--- config.mk ---
export PLATFORM = sky130hd
export DESIGN_NAME = rot_unit_arbiter
export DESIGN_NICKNAME = d
export VERILOG_FILES = /design/src/rtl/rot_unit_arbiter.sv
export SDC_FILE = /design/constraint.sdc
export NUM_CORES = 1
export LEC_CHECK = 0
export CORE_UTILIZATION = 39
export CTS_CLUSTER_SIZE = 10
export DETAILED_ROUTE_END_ITERATION = 10
export GPL_TIMING_DRIVEN = 0
export PLACE_DENSITY_LB_ADDON = 0.12
export SLEW_MARGIN = 40
export SYNTH_ARGS = -nofsm -noshare
export SYNTH_HDL_FRONTEND = slang
export SYNTH_SLANG_ARGS = --single-unit
export TNS_END_PERCENT = 5
--- constraint.sdc ---
create_clock -name clk -period 1.5 [get_ports clk]
set_clock_uncertainty 0.15 [all_clocks]
set_input_delay 0.3 -clock clk [delete_from_list [all_inputs] [get_ports clk]]
set_output_delay 0.3 -clock clk [all_outputs]
set_load 0.01 [all_outputs]
--- src/rtl/rot_unit_arbiter.sv ---
// Round-robin arbiter and rotate sequencer for the shared rotate unit (two requesters, valid/ready response).
// Optional build macro ROT_ARB_FASTPATH_EN: full rotate computed at acceptance, no ROT state.
module rot_unit_arbiter #(
  parameter int unsigned WIDTH = 4,
  parameter int unsigned AMT_W = 2
) (
  input  logic             clk,
  input  logic             rst_n,
  input  logic             req0_valid,
  output logic             req0_ready,
  input  logic [WIDTH-1:0] req0_a,
  input  logic [AMT_W-1:0] req0_amt,
  input  logic             req0_dir,
  input  logic             req1_valid,
  output logic             req1_ready,
  input  logic [WIDTH-1:0] req1_a,
  input  logic [AMT_W-1:0] req1_amt,
  input  logic             req1_dir,
  output logic             rsp_valid,
  input  logic             rsp_ready,
  output logic [WIDTH-1:0] rsp_r,
  output logic             rsp_id,
  output logic             busy
);

  typedef enum logic [1:0] {
    S_IDLE = 2'd0,
    S_ROT  = 2'd1,
    S_RESP = 2'd2
  } state_e;

  state_e           state_q, state_d;
  logic             prio_q, prio_d;
  logic [WIDTH-1:0] work_q, work_d;
  logic             id_q, id_d;
  logic             rsp_valid_q, rsp_valid_d;
  logic             busy_q, busy_d;

  logic             gnt_vld_c;
  logic             gnt_id_c;
  logic [WIDTH-1:0] sel_a_c;
  logic [AMT_W-1:0] sel_amt_c;
  logic             sel_dir_c;

  // Grant the sole valid port, or the prio port when both are valid
  always_comb begin : arb
    gnt_vld_c = req0_valid | req1_valid;
    gnt_id_c  = (req0_valid & req1_valid) ? prio_q : req1_valid;
    sel_a_c   = gnt_id_c ? req1_a   : req0_a;
    sel_amt_c = gnt_id_c ? req1_amt : req0_amt;
    sel_dir_c = gnt_id_c ? req1_dir : req0_dir;
  end

  assign req0_ready = rst_n & (state_q == S_IDLE) & gnt_vld_c & ~gnt_id_c;
  assign req1_ready = rst_n & (state_q == S_IDLE) & gnt_vld_c &  gnt_id_c;

`ifdef ROT_ARB_FASTPATH_EN
  // ROR by n is ROL by (WIDTH - n) mod WIDTH, which is -n in AMT_W bits
  function automatic logic [WIDTH-1:0] rot_full(input logic [WIDTH-1:0] a,
                                                input logic [AMT_W-1:0] amt,
                                                input logic             dir);
    logic [AMT_W-1:0]   n;
    logic [2*WIDTH-1:0] dbl;
    n   = dir ? (AMT_W'(0) - amt) : amt;
    dbl = {a, a} << n;
    return dbl[2*WIDTH-1:WIDTH];
  endfunction

  always_comb begin : next_state
    state_d = state_q;
    prio_d  = prio_q;
    work_d  = work_q;
    id_d    = id_q;
    case (state_q)
      S_IDLE: begin
        if (gnt_vld_c) begin
          id_d    = gnt_id_c;
          prio_d  = ~gnt_id_c;
          work_d  = rot_full(sel_a_c, sel_amt_c, sel_dir_c);
          state_d = S_RESP;
        end
      end
      S_RESP: begin
        if (rsp_ready) state_d = S_IDLE;
      end
      default: state_d = S_IDLE;
    endcase
    rsp_valid_d = (state_d == S_RESP);
    busy_d      = (state_d != S_IDLE);
  end
`else
  logic [AMT_W-1:0] cnt_q, cnt_d;
  logic             dir_q, dir_d;

  always_comb begin : next_state
    state_d = state_q;
    prio_d  = prio_q;
    work_d  = work_q;
    id_d    = id_q;
    cnt_d   = cnt_q;
    dir_d   = dir_q;
    case (state_q)
      S_IDLE: begin
        if (gnt_vld_c) begin
          id_d    = gnt_id_c;
          prio_d  = ~gnt_id_c;
          work_d  = sel_a_c;
          cnt_d   = sel_amt_c;
          dir_d   = sel_dir_c;
          state_d = (sel_amt_c != AMT_W'(0)) ? S_ROT : S_RESP;
        end
      end
      S_ROT: begin
        work_d = dir_q ? {work_q[0], work_q[WIDTH-1:1]}
                       : {work_q[WIDTH-2:0], work_q[WIDTH-1]};
        cnt_d  = cnt_q - AMT_W'(1);
        if (cnt_q == AMT_W'(1)) state_d = S_RESP;
      end
      S_RESP: begin
        if (rsp_ready) state_d = S_IDLE;
      end
      default: state_d = S_IDLE;
    endcase
    rsp_valid_d = (state_d == S_RESP);
    busy_d      = (state_d != S_IDLE);
  end

  // Step-engine working state
  always_ff @(posedge clk or negedge rst_n) begin : step_regs
    if (!rst_n) begin
      cnt_q <= '0;
      dir_q <= 1'b0;
    end else begin
      cnt_q <= cnt_d;
      dir_q <= dir_d;
    end
  end
`endif

  always_ff @(posedge clk or negedge rst_n) begin : regs
    if (!rst_n) begin
      state_q     <= S_IDLE;
      prio_q      <= 1'b0;
      work_q      <= '0;
      id_q        <= 1'b0;
      rsp_valid_q <= 1'b0;
      busy_q      <= 1'b0;
    end else begin
      state_q     <= state_d;
      prio_q      <= prio_d;
      work_q      <= work_d;
      id_q        <= id_d;
      rsp_valid_q <= rsp_valid_d;
      busy_q      <= busy_d;
    end
  end

  assign rsp_valid = rsp_valid_q;
  assign rsp_r     = work_q;
  assign rsp_id    = id_q;
  assign busy      = busy_q;

endmodule

==> results of run 1 <==
==> worst reg2reg max path, stage by stage, from the launching register on <==
cell and delay, ns:
dfrtp_2 0.43, buf_4 0.16, or3_1 0.38, buf_6 0.15
o211ai_1 0.17
==> cells in the mapped netlist, drive strengths merged <==
| cell type | n |
|---|---|
| or2 | 1 |
| inv | 3 |
| nor2b | 2 |
| nand2 | 10 |
| and3 | 1 |
| mux2i | 8 |
| or3 | 5 |
| a22oi | 1 |
| ha | 1 |
| dfrtp | 13 |
| a221oi | 1 |
| a22o | 1 |
| buf | 5 |
| nor2 | 12 |
| o21ai | 4 |
| nor3 | 2 |
| o211ai | 2 |
| a21oi | 4 |
| a32o | 4 |
==> registers in the layout (all words and copies together) (netlist names) <==
name,count
rsp_id,1
prio_q,1
cnt_q,2
busy,1
rsp_valid,1
dir_q,1
rsp_r,4
state_q,2
==> repair_timing <==
| action | CTS | global route |
|---|---|---|
| endpoints found under the hold margin | 13 | 0 |
| gates resized for setup | 26 | 5 |
| pin swaps | 5 | 0 |
| setup buffers | 6 | 0 |
| setup endpoints to repair | 19 | 12 |
| hold buffers | 1 | 0 |
==> path summary, 6_finish.rpt <==
kind	endpoint	cells after the start	start
worst max register to register	rsp_valid	4	state_q[1]
max in group asynchronous	state_q[1]	2	rst_n
worst max-delay path	req1_ready	4	state_q[1]
min in group asynchronous	busy	2	rst_n
worst min-delay path	rsp_id	2	rsp_id
worst min register to register	rsp_id	2	rsp_id
==> where the power goes <==
| part | switching, mW | internal [mW] |
|---|---|---|
| sequential | 0.139 | 0.528 |
| combinational | 0.578 | 0.650 |
| clock | 0.117 | 0.103 |
| total | 0.835 | 1.28 |
==> kinds of logic (layout without fill, tap and decap cells) <==
logic type | Yosys count | in the layout | share of synthesized area
muxes | 8 | 8 | 0.103
buffers and inverters | 8 | 46 | 0.0723
AOI/OAI and AO/OA | 17 | 17 | 0.196
adders and majority gates | 1 | 1 | 0.0161
and+or+nand+nor | 33 | 33 | 0.195
DFF | 13 | 13 | 0.418
==> per-layer routing <==
layer / share of wire / vias to the layer above / global-route usage
met5: 0 / - / 0
met4: 0.022 / 0 / 0.0857
met3: 0.054 / 6 / 0.0431
met2: 0.46 / 23 / 0.286
met1: 0.47 / 350 / 0.275
li1: - / 362 / -
==> layout by cell type (no fill, tap or decap), types with 3 or more instances in the layout <==
master            n
dfrtp_1          11
clkbuf_4          3
or3_1             5
buf_6             4
clkdlybuf4s50_1  15
mux2i_1           8
dlygate4sd2_1     9
nand2_1          10
o21ai_1           3
buf_4             4
a21oi_2           4
nor2_1           11
inv_1             3
a32o_1            4
==> metrics by stage <==
step | utilization | worst slack, ns
2_1_floorplan | - | 0.0556
3_3_place_gp | 0.602 | -0.988
3_5_place_dp | 0.602 | -1.01
4_1_cts | 0.649 | -0.189
5_1_grt | 0.658 | -0.281
6_report | 0.658 | -0.199
==> cell type report <==
class	count	area share
Multi-Input combinational cell	59	0.354
Tap cell	25	0.0264
Sequential cell	13	0.276
Buffer	5	0.0443
Inverter	3	0.00949
Timing Repair Buffer	34	0.267
Clock buffer	4	0.0222
==> metrics.yaml, run 1 <==
status:
  status: "finished with violations"
  violations: "negative setup slack"
placement:
  gp_congestion: 0.756
  hpwlAfterDp_um: 1250
  portBuffers: 27
  place_area_um2: 1080
  placed_cells: 132
flow_run:
  cap_viol_max_count: 0
timing:
  tns_ns: -0.460
  setup_slack_ns: -0.199
  holdWs_ns: 0.331
  slew_headroom: 0.584
  hold_viol: 0
  final_max_slew_viol_count: 0
  max_freq_ghz: 0.589
  min_period_ns: 1.70
  rsz0062_at_grt: "yes"
  period_share: 1.13
  worst_slew_pin_slew_ns: 0.622
  setup_viol: 8
setup_path:
  cp-start-kind: "flop"
  worst-setup-path-type: "flop to primary output"
  crit_slowest_cell: "dfrtp_2"
  cp.arrival_ns: 1.25
  end_kind: "primary output"
  r2r_setup_slack_ns: -0.02
  cp_max_fo: 4
  critical-path-max-stage-delay_ns: 0.43
  required_ns: 1.05
  crit_path_cell_trace: "nor3_4, nand2_1, nor2_1, buf_2"
  path_buf_inv: 1
  critical_path.top_delay_family: "flip-flops"
drt:
  firstDrtPassIters: 4
  first_iter_violations: 10
  num_vias: 741
  totalWireLength_um: 1840
  final_antenna_net_count: 0
  wire_per_inst_um: 12.9
  viasPerCell: 5.18
  drc: 0
cells_and_area:
  finalNetCount: 139
  final_cells: 143
  drive_gt1_frac: 0.237
  syn_to_final_growth_pct: 52.4
  num_antenna_cells: 0
  fill_cells: 162
  multiInputGateArea_um2: 420
  final_area_um2: 1190
  register_area_um2: 328
grt:
  overflow: 0
  grt_pass1_wl_um: 2900
  grt_pass1_vias: 640
  grt_max_degree: 14
  grtUsageTotal: 0.196
  antenna_found_initial: 0
power_and_ir_drop:
  irDropWorstVdd_mv: 0.938
  p_per_area_nw_per_um2: 1780
  power_mw: 2.12
  p_leak_nw: 0.528
floorplanning:
  start_util: 0.432
  fp.dieW_um: 46.7
  die_area_um2: 2180
  io_pins: 28
  die_h_um: 46.7
  core_region_area_um2: 1800
  fp-row-count: 15
synthesis:
  syn_avg_cell_area_um2: 9.73
  yosysTopAreaCell: "dfrtp_1"
  netlist_instances: 80
  seq_area_frac_synth: 0.418
  mappedNetlistArea_um2: 778
  ys_types: 23
  yosys_warnings: 0
  ys_ff_latch: 13
  synth_nets: 100
  synth_area_leaders: "dfrtp_1, mux2i_1, nor2_1"
  synth.top_cell.area_share: 0.418
clock_network:
  path_clk_slew_ns: 0.09
  root_buffer: "clkbuf_4"
  cts_buffers: 3
  cts_sinks: 13
  cts_tree: "done"
  htreeDepth: 1
  clk_latency_ns: 0.27
  cts_buffer_depth: 2
worst_hold_path:
  hold_path.class: "flop to flop"
Power figures use the tool's default switching activity.
==> inputs of run 2 (changes only) <==
--- a/config.mk
+++ b/config.mk
@@ -5,7 +5,8 @@
 export SDC_FILE = /design/constraint.sdc
 export NUM_CORES = 1
 export LEC_CHECK = 0
-export CORE_UTILIZATION = 39
+export CORE_MARGIN = 2
+export CORE_UTILIZATION = 45
 export CTS_CLUSTER_SIZE = 10
 export DETAILED_ROUTE_END_ITERATION = 10
 export GPL_TIMING_DRIVEN = 0
==> constraint.sdc (replaced) <==
create_clock -name clk -period 2.1 [get_ports clk]
set_clock_uncertainty 0.15 [all_clocks]
set_input_delay 0.42 -clock clk [delete_from_list [all_inputs] [get_ports clk]]
set_output_delay 0.42 -clock clk [all_outputs]
set_load 0.01 [all_outputs]
==> metrics.yaml, run 2 (synthesized netlist as in run 1, its figures left out) <==
drt:
  final_antenna_net_count: 0
  totalWireLength_um: 1910
  firstDrtPassIters: 4
  num_vias: 724
  drc: 0
  first_iter_violations: 19
  wire_per_inst_um: 14.2
  viasPerCell: 5.40
cells_and_area:
  register_area_um2: 325
  final_core_util: 0.693
  fill_cells: 139
  finalNetCount: 138
  final_cell_mix: "clkdlybuf4s50_1, dfrtp_1, nor2_1, nand2_1, mux2i_1"
  largest_register_ffs: 4
  final_area_um2: 1160
  drive_gt1_frac: 0.197
  final_common_cell: "clkdlybuf4s50_1"
  num_antenna_cells: 0
  multiInputGateArea_um2: 408
  syn_to_final_growth_pct: 48.7
timing:
  min_period_ns: 1.98
  worst_slew_pin_slew_ns: 0.622
  slew_headroom: 0.584
  setup_viol: 0
  rsz0062_at_grt: "no"
  period_share: 0.942
  final_max_slew_viol_count: 0
  max_freq_ghz: 0.505
  hold_viol: 0
grt:
  antenna_found_initial: 0
  grt_pass1_vias: 654
  overflow: 0
  grt_max_degree: 14
  grt_pass1_wl_um: 2990
  grtUsageTotal: 0.211
setup_path:
  endpoint: "req0_ready"
  crit_slowest_cell: "dlygate4sd2_1"
  critical-path-max-stage-delay_ns: 0.27
  r2r_setup_slack_ns: 0.54
  worst-setup-path-type: "input pin to primary output"
  cp.arrival_ns: 1.41
  timing.rr.end: "rsp_r[3]"
  critical_path.top_delay_family: "buffers and inverters"
  crit_start: "req1_valid"
  rr_startpoint: "state_q[0]"
  cp_max_fo: 3
  end_kind: "primary output"
  worstRegToRegCells: 4
  required_ns: 1.53
  crit_cells: 5
  path_buf_inv: 2
  cp-start-kind: "input pin"
  crit_path_cell_trace: "dlygate4sd2_1, nor2_1, nor3_4, and3_1, clkdlybuf4s15_2"
clock_network:
  cts_sinks: 13
  root_buffer: "clkbuf_4"
  cts_tree: "done"
  cts_buffer_depth: 2
  cts_buffers: 3
  htreeDepth: 1
  path_clk_slew_ns: 0.08
  clk_latency_ns: 0.29
floorplanning:
  die_area_um2: 2080
  start_util: 0.466
  core_region_area_um2: 1670
  io_pins: 28
  die_h_um: 45.6
  fp-row-count: 15
  fp.dieW_um: 45.6
power_and_ir_drop:
  p_leak_nw: 0.503
  p_per_area_nw_per_um2: 1330
  irDropWorstVdd_mv: 0.598
placement:
  place_area_um2: 1070
  portBuffers: 27
  hpwlAfterDp_um: 1280
  gp_congestion: 0.768
worst_hold_path:
  hold_path.class: "flop to flop"
flow_run:
  cap_viol_max_count: 0
status:
  status: "completed"
## run 2: cell types whose count changed in the layout (fill, tap and decap cells not counted), sizes merged
cell           delta
clkdlybuf4s50     +7
dlygate4sd2       -7
buf               -2
clkdlybuf4s15     +1
## run 2: area by class of cell
class / instances / area share
Clock buffer: 4 / 0.0227
Tap cell: 17 / 0.0184
Timing Repair Buffer: 33 / 0.274
Buffer: 5 / 0.0422
Multi-Input combinational cell: 59 / 0.352
Sequential cell: 13 / 0.281
Inverter: 3 / 0.00973
## run 2: repair_timing
action | in CTS | in global routing
gates resized for setup | 16 | 0
setup endpoints to repair | 2 | 0
hold endpoints to repair | 13 | 0
setup buffers | 5 | 0
hold buffers | 1 | 0
## run 2: metal layers
layer | vias up | global-route usage | wire, µm
met5 | - | 0 | 0
met4 | 0 | 0.0882 | 34
met3 | 5 | 0.0516 | 92
met2 | 29 | 0.341 | 905
met1 | 336 | 0.267 | 873
li1 | 354 | - | -
## run 2: worst reg2reg max path, cell delays in order, from the launching register on
cell and delay [ns]:
dfrtp_1 0.45, nor2b_2 0.33, buf_6 0.21, a21oi_2 0.06
a32o_1 0.25
## run 2: worst min-delay path by stage
stage	start	end	slack, ns	depth (start not counted)
6_report	rsp_id	rsp_id	0.34	2
5_1_grt	rsp_id	rsp_id	0.36	2
4_1_cts	rsp_id	rsp_id	0.34	2
3_5_place_dp	rsp_id	rsp_id	0.32	2
3_3_place_gp	rsp_id	rsp_id	0.32	2
2_1_floorplan	rst_n	busy	-0.03	0
## run 2: stage by stage
step	hold WS (ns)	setup TNS, ns	instances	worst slack (ns)	power, mW
final	0.340	0	134	0.121	1.54
after global routing	0.361	0	134	0.0381	1.65
after CTS	0.343	0	134	0.125	1.54
after detailed placement	0.323	-1.46	124	-0.742	1.31
after global placement	0.317	-1.51	124	-0.767	1.29
after floorplan	-0.0256	0	80	0.458	1.02
## run 2: power by group
group	total (mW)	leakage, nW	internal, mW	switching, mW
sequential	0.483	0.155	0.374	0.110
clock	0.167	0.0150	0.0739	0.0931
combinational	0.892	0.333	0.487	0.405
total	1.54	0.503	0.935	0.608
==> inputs of run 3 (changes only) <==
--- a/config.mk
+++ b/config.mk
@@ -5,7 +5,7 @@
 export SDC_FILE = /design/constraint.sdc
 export NUM_CORES = 1
 export LEC_CHECK = 0
-export CORE_MARGIN = 2
+export CORE_MARGIN = 10
 export CORE_UTILIZATION = 45
 export CTS_CLUSTER_SIZE = 10
 export DETAILED_ROUTE_END_ITERATION = 10
==> metrics.yaml, run 3 (synthesized netlist as in run 1, its figures left out) <==
floorplanning:
  die_area_um2: 3790
  fp-row-count: 14
  start_util: 0.494
  fp.dieW_um: 61.6
  io_pins: 28
  core_region_area_um2: 1580
  die_h_um: 61.6
placement:
  hpwlAfterDp_um: 1490
  gp_congestion: 0.770
  portBuffers: 27
  dpl_worst_slack_ns: -0.776
setup_path:
  r2r_setup_slack_ns: 0.53
  end_kind: "primary output"
  crit_slowest_cell: "dlygate4sd2_1"
  cp-start-kind: "input pin"
  critical-path-max-stage-delay_ns: 0.26
  worst-setup-path-type: "input pin to primary output"
  cp.arrival_ns: 1.42
  cp_max_fo: 3
  crit_path_cell_trace: "dlygate4sd2_1, nor2_1, nor3_2, buf_4, and3_1, clkdlybuf4s15_2"
  critical_path.top_delay_family: "buffers and inverters"
  path_buf_inv: 3
  required_ns: 1.53
clock_network:
  path_clk_slew_ns: 0.08
  htreeDepth: 1
  cts_buffers: 3
  clk_latency_ns: 0.28
  cts_sinks: 13
  root_buffer: "clkbuf_4"
  cts_tree: "done"
  cts_buffer_depth: 2
status:
  status: "completed"
timing:
  slew_headroom: 0.583
  holdWs_ns: 0.339
  max_freq_ghz: 0.502
  period_share: 0.949
  min_period_ns: 1.99
  setup_viol: 0
  rsz0062_at_grt: "no"
  tns_ns: 0
  hold_viol: 0
  final_max_slew_viol_count: 0
  worst_slew_pin_slew_ns: 0.623
  setup_slack_ns: 0.107
drt:
  first_iter_violations: 15
  firstDrtPassIters: 4
  totalWireLength_um: 2090
  viasPerCell: 5.32
  final_antenna_net_count: 0
  num_vias: 724
  wire_per_inst_um: 15.3
  drc: 0
power_and_ir_drop:
  irDropWorstVdd_mv: 0.692
  intPower_mw: 0.960
  power_switching_share: 0.385
  power.switching_mw: 0.602
  power_frac_seq: 0.301
  p_per_area_nw_per_um2: 1350
  clock_power_share: 0.102
  p_leak_nw: 0.515
  pwr-share-comb: 0.597
cells_and_area:
  num_antenna_cells: 0
  final_core_util: 0.735
  drive_gt1_frac: 0.225
  fill_cells: 135
  largest_register_ffs: 4
  finalNetCount: 141
  final_common_cell: "clkdlybuf4s50_1"
  syn_to_final_growth_pct: 48.9
  final_cell_mix: "clkdlybuf4s50_1, dfrtp_1, nor2_1, nand2_1"
grt:
  grt_pass1_vias: 740
  antenna_found_initial: 0
  grt_pass1_wl_um: 3430
  grt_max_degree: 16
  overflow: 0
  grtUsageTotal: 0.121
worst_hold_path:
  hold_path.class: "flop to flop"
flow_run:
  cap_viol_max_count: 0
[run 3: repair_timing]
item / 4_1_cts / 5_1_grt
endpoints found under the hold margin: 0 / 13
buffers inserted: 7 / 1
gates resized for setup: 12 / 4
setup endpoints to repair: 2 / 2
pin swaps: 2 / 2
hold buffers: 0 / 1
[run 3: power by group through the flow]
stage	registers [mW]	clock network [mW]	logic, mW
detailed placement	0.474	0	0.839
finish	0.471	0.159	0.932
CTS	0.473	0.158	0.918
floorplan	0.490	0	0.529
global placement	0.469	0	0.825
global route	0.487	0.177	1.02
[run 3: worst paths after layout]
| kind | cells past startpoint | from | end |
|---|---|---|---|
| max | 6 | req0_valid | req0_ready |
| min | 2 | rsp_id | rsp_id |
| max reg2reg | 5 | state_q[1] | rsp_r[2] |
| min reg2reg | 2 | rsp_id | rsp_id |
| max in group asynchronous | 2 | rst_n | cnt_q[0] |
| min in group asynchronous | 2 | rst_n | prio_q |
[run 3: metal layers]
metal	wire, µm	vias to the layer above	global-route usage
li1	-	363	-
met1	1030	333	0.146
met2	933	26	0.193
met3	114	2	0.0391
met4	12	0	0.0510
met5	0	-	0
[run 3: cell type report]
class	instances	area (µm²)	area share
clock buffers	4	26.3	0.0227
well taps	16	20.0	0.0173
multi-input cells	59	402	0.347
plain buffers	5	48.8	0.0421
repair buffers	36	325	0.281
inverters	3	11.3	0.00972
flip-flops and latches	13	325	0.281
[run 3: worst register-to-register path: cells and delay by family (launching register included)]
kind                   cells  cell delay, ns
buffers and inverters      2            0.35
AOI/OAI and AO/OA          2            0.31
and+or+nand+nor            1            0.25
DFF                        1            0.41
[run 3: stage by stage]
step,power [mW],area (µm²),cells
6_report,1.56,1160,136
5_1_grt,1.68,1160,136
4_1_cts,1.55,1160,134
3_5_place_dp,1.31,1070,123
3_3_place_gp,1.29,1070,123
2_1_floorplan,1.02,778,80
